## config.mk

```make
export PLATFORM = sky130hd
export DESIGN_NAME = ldtu_serial_word_aligner
export DESIGN_NICKNAME = d
export VERILOG_FILES = /design/src/rtl/ldtu_serial_word_aligner.sv
export SDC_FILE = /design/constraint.sdc
export NUM_CORES = 1
export LEC_CHECK = 0
export BUFFER_PORTS_ARGS = -buffer_cell sky130_fd_sc_hd__buf_2
export CORE_MARGIN = 2
export CORE_UTILIZATION = 30
export DETAILED_ROUTE_END_ITERATION = 16
export PLACE_DENSITY = 0.47
export SETUP_SLACK_MARGIN = 0.5
export SLEW_MARGIN = 25
export SYNTH_ARGS = -nofsm -noshare
export SYNTH_HDL_FRONTEND = slang
export SYNTH_SLANG_ARGS = --single-unit
```

## constraint.sdc

```tcl
create_clock -name clock -period 3.3 [get_ports clock]
set_input_delay 0.66 -clock clock [delete_from_list [all_inputs] [get_ports clock]]
set_output_delay 0.66 -clock clock [all_outputs]
set_load 0.01 [all_outputs]
```

## src/rtl/ldtu_serial_word_aligner.sv

```systemverilog
// Serial-lane word aligner for a LiTE-DTU serializer output: hunts for the sync
// word, confirms alignment over consecutive boundaries, then delivers aligned words.
module ldtu_serial_word_aligner #(
  parameter logic [31:0] SYNC_WORD = 32'hEAAA_EAAA,
  parameter int          CONFIRM_N = 4,
  parameter int          MAX_GAP   = 1024
) (
  input  logic        clock,
  input  logic        rst,
  input  logic        serial_in,
  input  logic        realign,
  output logic [31:0] data_out,
  output logic        data_valid,
  output logic        idle_word,
  output logic        locked,
  output logic        align_err
);

  typedef enum logic [1:0] {
    HUNT    = 2'd0,
    CONFIRM = 2'd1,
    LOCKED  = 2'd2
  } state_t;

  localparam logic [3:0]  CONF_TARGET = 4'(CONFIRM_N);
  localparam logic [15:0] GAP_LIMIT   = 16'(MAX_GAP);

  state_t      state;
  logic [31:0] sr;
  logic [4:0]  bit_cnt;
  logic [3:0]  conf_cnt;
  logic [15:0] gap_cnt;
  logic        sync_hit;
  logic        boundary;

  assign sync_hit = (sr == SYNC_WORD);
  assign boundary = (bit_cnt == 5'd0);

  // Shift register, word phase counter and the hunt/confirm/locked state machine.
  always_ff @(posedge clock or posedge rst) begin
    if (rst) begin
      state      <= HUNT;
      sr         <= 32'h0;
      bit_cnt    <= 5'd0;
      conf_cnt   <= 4'd0;
      gap_cnt    <= 16'd0;
      data_out   <= 32'h0;
      data_valid <= 1'b0;
      idle_word  <= 1'b0;
      locked     <= 1'b0;
      align_err  <= 1'b0;
    end else begin
      sr         <= {sr[30:0], serial_in};
      bit_cnt    <= bit_cnt + 5'd1;
      data_valid <= 1'b0;
      idle_word  <= 1'b0;
      align_err  <= 1'b0;
      // realign wins over anything a simultaneous boundary would have done.
      if (realign) begin
        state    <= HUNT;
        conf_cnt <= 4'd0;
        gap_cnt  <= 16'd0;
        locked   <= 1'b0;
      end else begin
        case (state)
          HUNT: begin
            if (sync_hit) begin
              bit_cnt <= 5'd1;
              if (CONF_TARGET == 4'd1) begin
                state    <= LOCKED;
                conf_cnt <= 4'd0;
                gap_cnt  <= 16'd0;
                locked   <= 1'b1;
              end else begin
                state    <= CONFIRM;
                conf_cnt <= 4'd1;
              end
            end
          end
          CONFIRM: begin
            if (boundary) begin
              if (sync_hit) begin
                if ((conf_cnt + 4'd1) == CONF_TARGET) begin
                  state    <= LOCKED;
                  conf_cnt <= 4'd0;
                  gap_cnt  <= 16'd0;
                  locked   <= 1'b1;
                end else begin
                  conf_cnt <= conf_cnt + 4'd1;
                end
              end else begin
                state     <= HUNT;
                conf_cnt  <= 4'd0;
                align_err <= 1'b1;
              end
            end
          end
          LOCKED: begin
            if (boundary) begin
              data_out <= sr;
              if (sync_hit) begin
                idle_word <= 1'b1;
                gap_cnt   <= 16'd0;
              end else begin
                data_valid <= 1'b1;
                // Too many data words without an idle: the phase is no longer trusted.
                if ((gap_cnt + 16'd1) == GAP_LIMIT) begin
                  align_err <= 1'b1;
                  state     <= HUNT;
                  locked    <= 1'b0;
                  gap_cnt   <= 16'd0;
                end else begin
                  gap_cnt <= gap_cnt + 16'd1;
                end
              end
            end
          end
          default: begin
            state    <= HUNT;
            conf_cnt <= 4'd0;
            gap_cnt  <= 16'd0;
            locked   <= 1'b0;
          end
        endcase
      end
    end
  end

endmodule

```

== Word-level counts from Yosys, hierarchy flattened ==
Cells that the tools add are included.
W data, S select, Z words.

* Input bits: 4
* Register bits: 95

* Reductions and logical operators: 7
* Eq/ne operators: 15
* Bitwise logic cells: 1
* Muxes and demuxes: 47
* $add $sub $neg: 3

{| class="wikitable"
|+ Operators by type and width
! operator !! count
|-
| $mux W16 || 7
|-
| $pmux W16 S3 || 1
|-
| $eq A32 B32 Y1 const B || 1
|-
| $ne A3 B3 Y1 const B || 7
|-
| $mux W4 || 5
|-
| $mux W1 || 19
|-
| $add A16 B1 Y16 const B || 1
|-
| $eq A16 B11 Y1 const B || 1
|-
| $mux W2 || 8
|-
| $mux W5 || 3
|-
| $pmux W4 S3 || 1
|-
| $reduce_and A7 Y1 || 1
|-
| $pmux W2 S3 || 1
|-
| $reduce_and A3 Y1 || 2
|-
| $reduce_and A6 Y1 || 1
|-
| $add A5 B1 Y5 const B || 1
|-
| $logic_not A5 Y1 || 1
|-
| $reduce_and A5 Y1 || 1
|-
| $add A4 B1 Y4 const B || 1
|-
| $eq A4 B3 Y1 const B || 1
|-
| $ne A2 B2 Y1 const B || 2
|-
| $ne A4 B4 Y1 const B || 1
|-
| $pmux W1 S3 || 1
|-
| $eq A2 B1 Y1 const B || 1
|-
| 4 further kinds || 4
|}

== Depth between registers and ports, before layout ==
Gate-level depths: netlist of the first run.

* Word-level depth: 7
* Mapped depth: 9
* Gate-level depth less buffers: 7

== Worst setup path before layout of the first run ==
Ideal clock, no wire load.

* Path type: reg-to-reg
* Start: reg bit_cnt[0]
* End: reg gap_cnt[9]
* Clock period less this slack: 2.292 ns
* Cell stages (with the launch flop): 9
* Setup slack: 1.008 ns
* Arrival: 2.164 ns
* Library setup time: 0.128 ns
* Cells stage by stage: dfrtp_1 -> inv_1 -> ha_1 -> or4b_2 -> nor4_1 -> a211oi_1 -> clkbuf_1 -> a21oi_1 -> o21ai_0

* Cells in the longest elaborated chain, start to end: 3
* Elaborated cells between the ends (all ways): 4
* Classes of those cells: eq/ne: 2; reduce/logical: 2

{| class="wikitable"
|+ Ends and longest elaborated chain
! item !! RTL line !! source
|-
| from (decl) || 30 || <nowiki>logic [4:0] bit_cnt;</nowiki>
|-
| from (signal assigned) || 54 || <nowiki>bit_cnt <= bit_cnt + 5'd1;</nowiki>
|-
| $logic_not A5 Y1 (*) || 37 || <nowiki>assign boundary = (bit_cnt == 5'd0);</nowiki>
|-
| $ne A3 B3 Y1 (no source line) || -- ||
|-
| $reduce_and A5 Y1 (no source line) (*) || -- ||
|-
| to (signal assigned) || 113 || <nowiki>gap_cnt <= gap_cnt + 16'd1;</nowiki>
|-
| to (decl) || 32 || <nowiki>logic [15:0] gap_cnt;</nowiki>
|}

Mark *: on every way between the ends. The rest lies on a longest branch, timed or not.
A chain may end at the register's enable or synchronous reset.

== Final worst setup path of the first run ==
* Start: reg gap_cnt[2]
* End: reg gap_cnt[15]

* Cells in the longest elaborated chain, start to end: 7

{| class="wikitable"
|+ Ends and longest elaborated chain
! item !! RTL line !! source
|-
| $add A16 B1 Y16 (*) || 107, 113 ||
|-
| $eq A16 B11 Y1 || 107 || <nowiki>if ((gap_cnt + 16'd1) == GAP_LIMIT) begin</nowiki>
|-
| $mux W16 (*) || 107 ||
|-
| $mux W16 (*) || 101 || <nowiki>if (sync_hit) begin</nowiki>
|-
| $mux W16 (*) || 99 || <nowiki>if (boundary) begin</nowiki>
|-
| $pmux W16 S3 (*) || 65 || <nowiki>case (state)</nowiki>
|-
| $mux W16 (*) || 59 || <nowiki>if (realign) begin</nowiki>
|}

Mark *: on every way between the ends. The rest lies on a longest branch, timed or not. The select of a mux whose other input is x is not followed.

==> impl_metrics.toml, run 1 <==
[clock_tree]
clk_path_buf_depth = 2
root_buffer = "clkbuf_16"
worstSkewPairLatency_ns = 0.35
clkTransAtPathRegs_ns = 0.07
cts_made_buffers = 9
clkSinkCount = 95
cts_tree = "yes"
h-tree-depth = 3
ctsHoldBuffers = 0

[finish]
drive_gt1_share_pct = 26.9
nets = 417
nFillCells = 1360
postLayoutCoreUtil_pct = 36.1
n_antenna_cell = 0
syn2layout_area_growth_pct = 17.1
regArea_um2 = 2380
multi_input_area_um2 = 1810

[route]
viasPerCell = 5.15
dr.first_iter.drc_count = 155
num_vias = 3032
drt_pass1_iterations = 4
routed_wl_mm = 9.48
drc = 0
detail_route.wl_per_cell_um = 16.1
ant_nets = 0

[floorplanning]
ios = 40
die_h_um = 124
core_um2 = 13900
dieArea_um2 = 15300
initial_core_util_pct = 30.8
row_count = 43
die_x_um = 124

[pwr]
ir_worst_vdd_uv = 415
p_leak_nw = 2.28
p_per_area_nw_per_um2 = 502

[synthesis]
ys_ff_latch = 95
synth_warnings = 0
synthCells = 366
synth_edf_count = 0
synth_top_flop_cell = "dfrtp_1"
synth.distinct_cells = 59
synthArstFlopShare_pct = 100
syn_area_per_cell_um2 = 11.7
synth_top_cell_by_area = "dfrtp_1"
synth_top_cells_by_area = "dfrtp_1, mux2_2, nand2_1, ha_1, nand3_1"
syn_area_um2 = 4300
syn_nets = 379
ys_seq_area_share_pct = 55.3
synth_top_area_share_pct = 55.3

[worst_setup_path]
critPathKind = "reg2reg"
worst_setup_path_end_kind = "flip-flop"
crit_required_ns = 3.56
crit_arrival_ns = 2.88
r2r-end = "gap_cnt[15]$_DFFE_PP0P_"
rr_worst_depth = 7
rrSetupSlack_ns = 0.67
crit_path_start = "gap_cnt[2]$_DFFE_PP0P_"
start_kind = "flip-flop"
worst-path-max-fanout = 10
r2r_start = "gap_cnt[2]$_DFFE_PP0P_"
crit_end = "gap_cnt[15]$_DFFE_PP0P_"

[sta]
min_period_ns = 2.63
setup_viol_count_final = 0
rsz0062_at_grt = "true"
finalCritPeriodShare_pct = 79.6
fmax_ghz = 0.381
slew_viol_final = 0
timing.hold.ws_ns = 0.310
slew_headroom_pct = 56.0
final-hold-violation-count = 0
fin_tns_setup_ns = 0
skew_ns = 0.00796
worst_pin_slew_ns = 0.650

[placed_design]
place_congestion = 0.857
dp.final_hpwl_mm = 6.42
io_buffer_count = 39

[global_routing]
grt_max_degree = 54
grt_pass1_wl_mm = 16.0
overflow = 0
grt_usage_pct = 13.8
grt_pass1_vias = 3076
antenna_found_initial = 0

[min_path]
hold_class = "in2async"

[outcome]
status = "complete, no violations"

[flow_run]
max-cap-violations = 0
cell type report:
class                           instances  share of cell area, %
Clock buffer                           10                   4.75
Clock inverter                          6                   1.52
Inverter                                9                  0.746
Multi-Input combinational cell        242                   35.9
Sequential cell                        95                   47.3
Tap cell                              180                   4.48
Timing Repair Buffer                   47                   5.32
critical path, stage by stage (launching register included):
cell and delay [ns]:
dfrtp_1 0.50, nand3_1 0.33, or4_1 0.63, o211a_1 0.29, a31oi_4 0.24, o21ai_4 0.13, buf_4 0.16, o41ai_2 0.26
timing repair:
action | 4_1_cts | 5_1_grt
endpoints found under the hold margin | 0 | 0
setup endpoints to repair | 0 | 13
gates resized for setup | 0 | 4
setup buffers | 0 | 2
cell usage after synthesis (all sizes together) (4+ instances only):
library cell   n
a211oi         4
a22oi          5
buf            6
clkbuf        14
dfrtp         95
ha             9
inv            9
mux2          32
nand2         31
nand3         19
nand4          9
nor2          17
nor2b          4
nor3           5
nor3b          5
nor4bb         7
o21ai         16
o311ai         7
o31ai         10
or2            4
placed cells by master (no fill, tap or decap), types with 3 or more instances in the layout:
master / synthesis / routed
nor2b_1: 4 / 4
clkbuf_16: 0 / 9
and2_1: 3 / 3
nor3b_1: 5 / 5
nor2_1: 17 / 17
mux2_2: 32 / 32
nand2_1: 31 / 31
xor2_1: 3 / 3
ha_1: 9 / 9
buf_4: 0 / 7
o311ai_2: 3 / 3
o21ai_0: 15 / 14
a22oi_1: 5 / 5
o21a_1: 3 / 3
dfrtp_1: 95 / 95
inv_1: 9 / 8
nor3_1: 5 / 5
a21oi_1: 3 / 3
a211oi_1: 4 / 4
clkinvlp_4: 0 / 3
or2_2: 4 / 4
and3_1: 3 / 3
nand2b_1: 3 / 3
o31ai_1: 10 / 9
nor4bb_1: 7 / 7
or4_1: 3 / 3
nand4_1: 8 / 8
nand3_1: 19 / 19
mux2i_1: 3 / 3
o311ai_0: 4 / 4
o211ai_1: 3 / 3
buf_2: 4 / 39
metrics by stage:
stage / cells / total power, mW / worst slack (ns) / instance area [µm²]
finish: 589 / 2.52 / 0.672 / 5030
global route: 589 / 2.64 / 0.464 / 5030
CTS: 587 / 2.57 / 0.559 / 5000
detailed placement: 571 / 1.44 / 0.576 / 4690
global placement: 571 / 1.44 / 0.603 / 4690
floorplan: 366 / 1.37 / 1.01 / 4300
worst min path at each step:
stage,startpoint,end,slack [ns],cells past startpoint
final,rst,sr[16]$_DFF_PP0_,0.31,2
after global routing,rst,sr[16]$_DFF_PP0_,0.33,2
after floorplan,sr[11]$_DFF_PP0_,sr[12]$_DFF_PP0_,0.36,0
after global placement,sr[3]$_DFF_PP0_,sr[4]$_DFF_PP0_,0.38,0
after CTS,rst,sr[16]$_DFF_PP0_,0.31,2
after detailed placement,sr[25]$_DFF_PP0_,sr[26]$_DFF_PP0_,0.39,0
per-layer routing:
layer | track usage, % | part of all wire [%] | vias to the layer above
met5 | 0 | 0 | -
met4 | 6.18 | 2.4 | 0
met3 | 3.66 | 4.6 | 16
met2 | 20.7 | 46 | 58
met1 | 18.6 | 47 | 1526
li1 | - | - | 1432
where the power goes:
group	switching, mW	total (mW)	internal [mW]
Sequential	0.0357	1.24	1.20
Combinational	0.116	0.180	0.0635
Clock	0.486	1.11	0.622
cells by family after synthesis:
| kind of cell | share of synthesized area (%) |
|---|---|
| simple gates | 17.0 |
| flops | 55.3 |
| compound gates | 12.3 |
| mux | 9.09 |
| buf+inv | 2.88 |
| fa+ha+maj | 2.62 |
| xor+xnor | 0.816 |
registers in the layout (all words and copies together), names as in the netlist, 2 cells and up:
signal	cells
gap_cnt	16
sr	32
state	2
bit_cnt	5
conf_cnt	4
data_out	32
Note: power is estimated with default switching activity, not from simulation.
==> run 2: changes to the inputs <==
--- a/config.mk
+++ b/config.mk
@@ -9,7 +9,7 @@
 export CORE_MARGIN = 2
 export CORE_UTILIZATION = 30
 export DETAILED_ROUTE_END_ITERATION = 16
-export PLACE_DENSITY = 0.47
+export PLACE_DENSITY = 0.45
 export SETUP_SLACK_MARGIN = 0.5
 export SLEW_MARGIN = 25
 export SYNTH_ARGS = -nofsm -noshare
==> constraint.sdc (replaced) <==
create_clock -name clock -period 2.5 [get_ports clock]
set_input_delay 0.5 -clock clock [delete_from_list [all_inputs] [get_ports clock]]
set_output_delay 0.5 -clock clock [all_outputs]
set_load 0.01 [all_outputs]
==> run 2 against run 1 <==
Effect of this change: sequential cell count unchanged; critical path depth grew 1; count of clock-buffer cells in the layout decreased by 1; first-iteration DRC count shrank 15%; global-route usage increased by 0.94 points; highest routed layer unchanged; via count is 7.1% higher; clock skew is 0.00064 ns lower; register-to-register slack got worse by 0.33 ns.
==> impl_metrics.toml, run 2 (same netlist as run 1, synthesis figures left out) <==
[outcome]
status = "complete, no violations"

[floorplanning]
ios = 40
initial_core_util_pct = 30.8
row_count = 43
core_um2 = 13900
die_x_um = 124
dieArea_um2 = 15300
die_h_um = 124

[route]
drc = 0
routed_wl_mm = 10.4
num_vias = 3246
dr.first_iter.drc_count = 132
drt_pass1_iterations = 4
detail_route.wl_per_cell_um = 16.6
ant_nets = 0
viasPerCell = 5.17

[finish]
mostFrequentLayoutCells = "dfrtp_1, buf_2, buf_4"
nFillCells = 1328
nets = 457
n_antenna_cell = 0
largestRegisters = "data_out x32, sr x32, gap_cnt x16"
postLayoutCoreUtil_pct = 40.8
drive_gt1_share_pct = 46.0
final_common_cell = "dfrtp_1"
syn2layout_area_growth_pct = 32.4

[worst_setup_path]
worst-path-max-fanout = 9
crit_required_ns = 2.71
crit_path_start = "gap_cnt[1]$_DFFE_PP0P_"
crit_end = "gap_cnt[12]$_DFFE_PP0P_"
crit_arrival_ns = 2.37
critPathKind = "reg2reg"
worst_setup_path_end_kind = "flip-flop"
rr_worst_depth = 8
r2r-end = "gap_cnt[12]$_DFFE_PP0P_"
r2r_start = "gap_cnt[1]$_DFFE_PP0P_"
start_kind = "flip-flop"
rrSetupSlack_ns = 0.34

[clock_tree]
cts_made_buffers = 9
cts_tree = "yes"
clk_path_buf_depth = 2
clkSinkCount = 95
clkTransAtPathRegs_ns = 0.07
h-tree-depth = 3
root_buffer = "clkbuf_16"
worstSkewPairLatency_ns = 0.34

[pwr]
p_per_area_nw_per_um2 = 582
p_leak_nw = 2.53
ir_worst_vdd_uv = 563
total_power_mw = 3.31

[sta]
fin_tns_setup_ns = 0
fmax_ghz = 0.463
rsz0062_at_grt = "true"
slew_headroom_pct = 49.7
min_period_ns = 2.16
setup_viol_count_final = 0
slew_viol_final = 0
final-hold-violation-count = 0
worst_pin_slew_ns = 0.753
finalCritPeriodShare_pct = 86.4
skew_ns = 0.00732

[global_routing]
grt_pass1_wl_mm = 17.3
grt_max_degree = 35
grt_usage_pct = 14.7
overflow = 0
antenna_found_initial = 0
grt_pass1_vias = 3351

[placed_design]
place_congestion = 0.919
dp.final_hpwl_mm = 6.83
io_buffer_count = 39

[flow_run]
max-cap-violations = 0

[min_path]
hold_class = "in2reg"
==> run 2: cell count changes in the layout (fill, tap and decap cells not counted), sizes merged <==
cell | previous run | this run
clkinv | 0 | 3
bufinv | 1 | 0
clkinvlp | 3 | 1
buf | 47 | 84
a211oi | 4 | 6
==> run 2: stage by stage <==
step	instance area, µm²	setup slack, ns	cells	hold WS (ns)
2_1_floorplan	4380	0.273	366	0.362
3_3_place_gp	4900	0.145	591	0.380
3_5_place_dp	4900	0.0611	591	0.385
4_1_cts	5530	0.315	625	0.245
5_1_grt	5690	0.249	628	0.246
6_report	5690	0.339	628	0.259
==> run 2: what timing repair did <==
action / in CTS / in global routing
pin swaps: 22 / 15
setup buffers: 17 / 3
gates cloned: 2 / 0
hold buffers: 0 / 0
resized for setup: 61 / 32
setup endpoints to repair: 55 / 62
==> run 2: worst max-delay path: stages (launching register included) <==
cell and delay, ns:
dfrtp_2 0.46, ha_4 0.20, nand4_1 0.21, nor2_1 0.12, a221oi_2 0.27, nand4_1 0.23
o21ai_2 0.26, buf_12 0.17, o311ai_2 0.10
==> run 2: cell type report <==
class / count / area (µm²) / area share [%]
tap: 180 / 225 / 3.96
sequential: 95 / 2390 / 42.0
clock inverter: 6 / 43.8 / 0.770
timing repair buffer: 85 / 586 / 10.3
inverter: 9 / 37.5 / 0.660
clock buffer: 9 / 225 / 3.96
multi-input combinational: 244 / 2180 / 38.3
==> run 2: power breakdown <==
group          switching (mW)  internal [mW]
clock                   0.607          0.678
combinational           0.247          0.136
sequential             0.0564           1.59
==> run 2: how the worst min path moves through the flow <==
stage | endpoint | cells past startpoint | startpoint | slack [ns]
5_1_grt | sr[0]$_DFF_PP0_ | 1 | serial_in | 0.25
3_5_place_dp | sr[16]$_DFF_PP0_ | 0 | sr[15]$_DFF_PP0_ | 0.39
2_1_floorplan | sr[12]$_DFF_PP0_ | 0 | sr[11]$_DFF_PP0_ | 0.36
3_3_place_gp | sr[4]$_DFF_PP0_ | 0 | sr[3]$_DFF_PP0_ | 0.38
4_1_cts | sr[0]$_DFF_PP0_ | 1 | serial_in | 0.24
6_report | sr[0]$_DFF_PP0_ | 1 | serial_in | 0.26
==> run 2: per-layer routing <==
metal  vias up  GRT usage [%]  wire [µm]
met1      1634           18.7       4700
met5         -              0          0
met2        85           23.4       4900
li1       1506              -          -
met3        21           4.95        596
met4         0           5.18        241
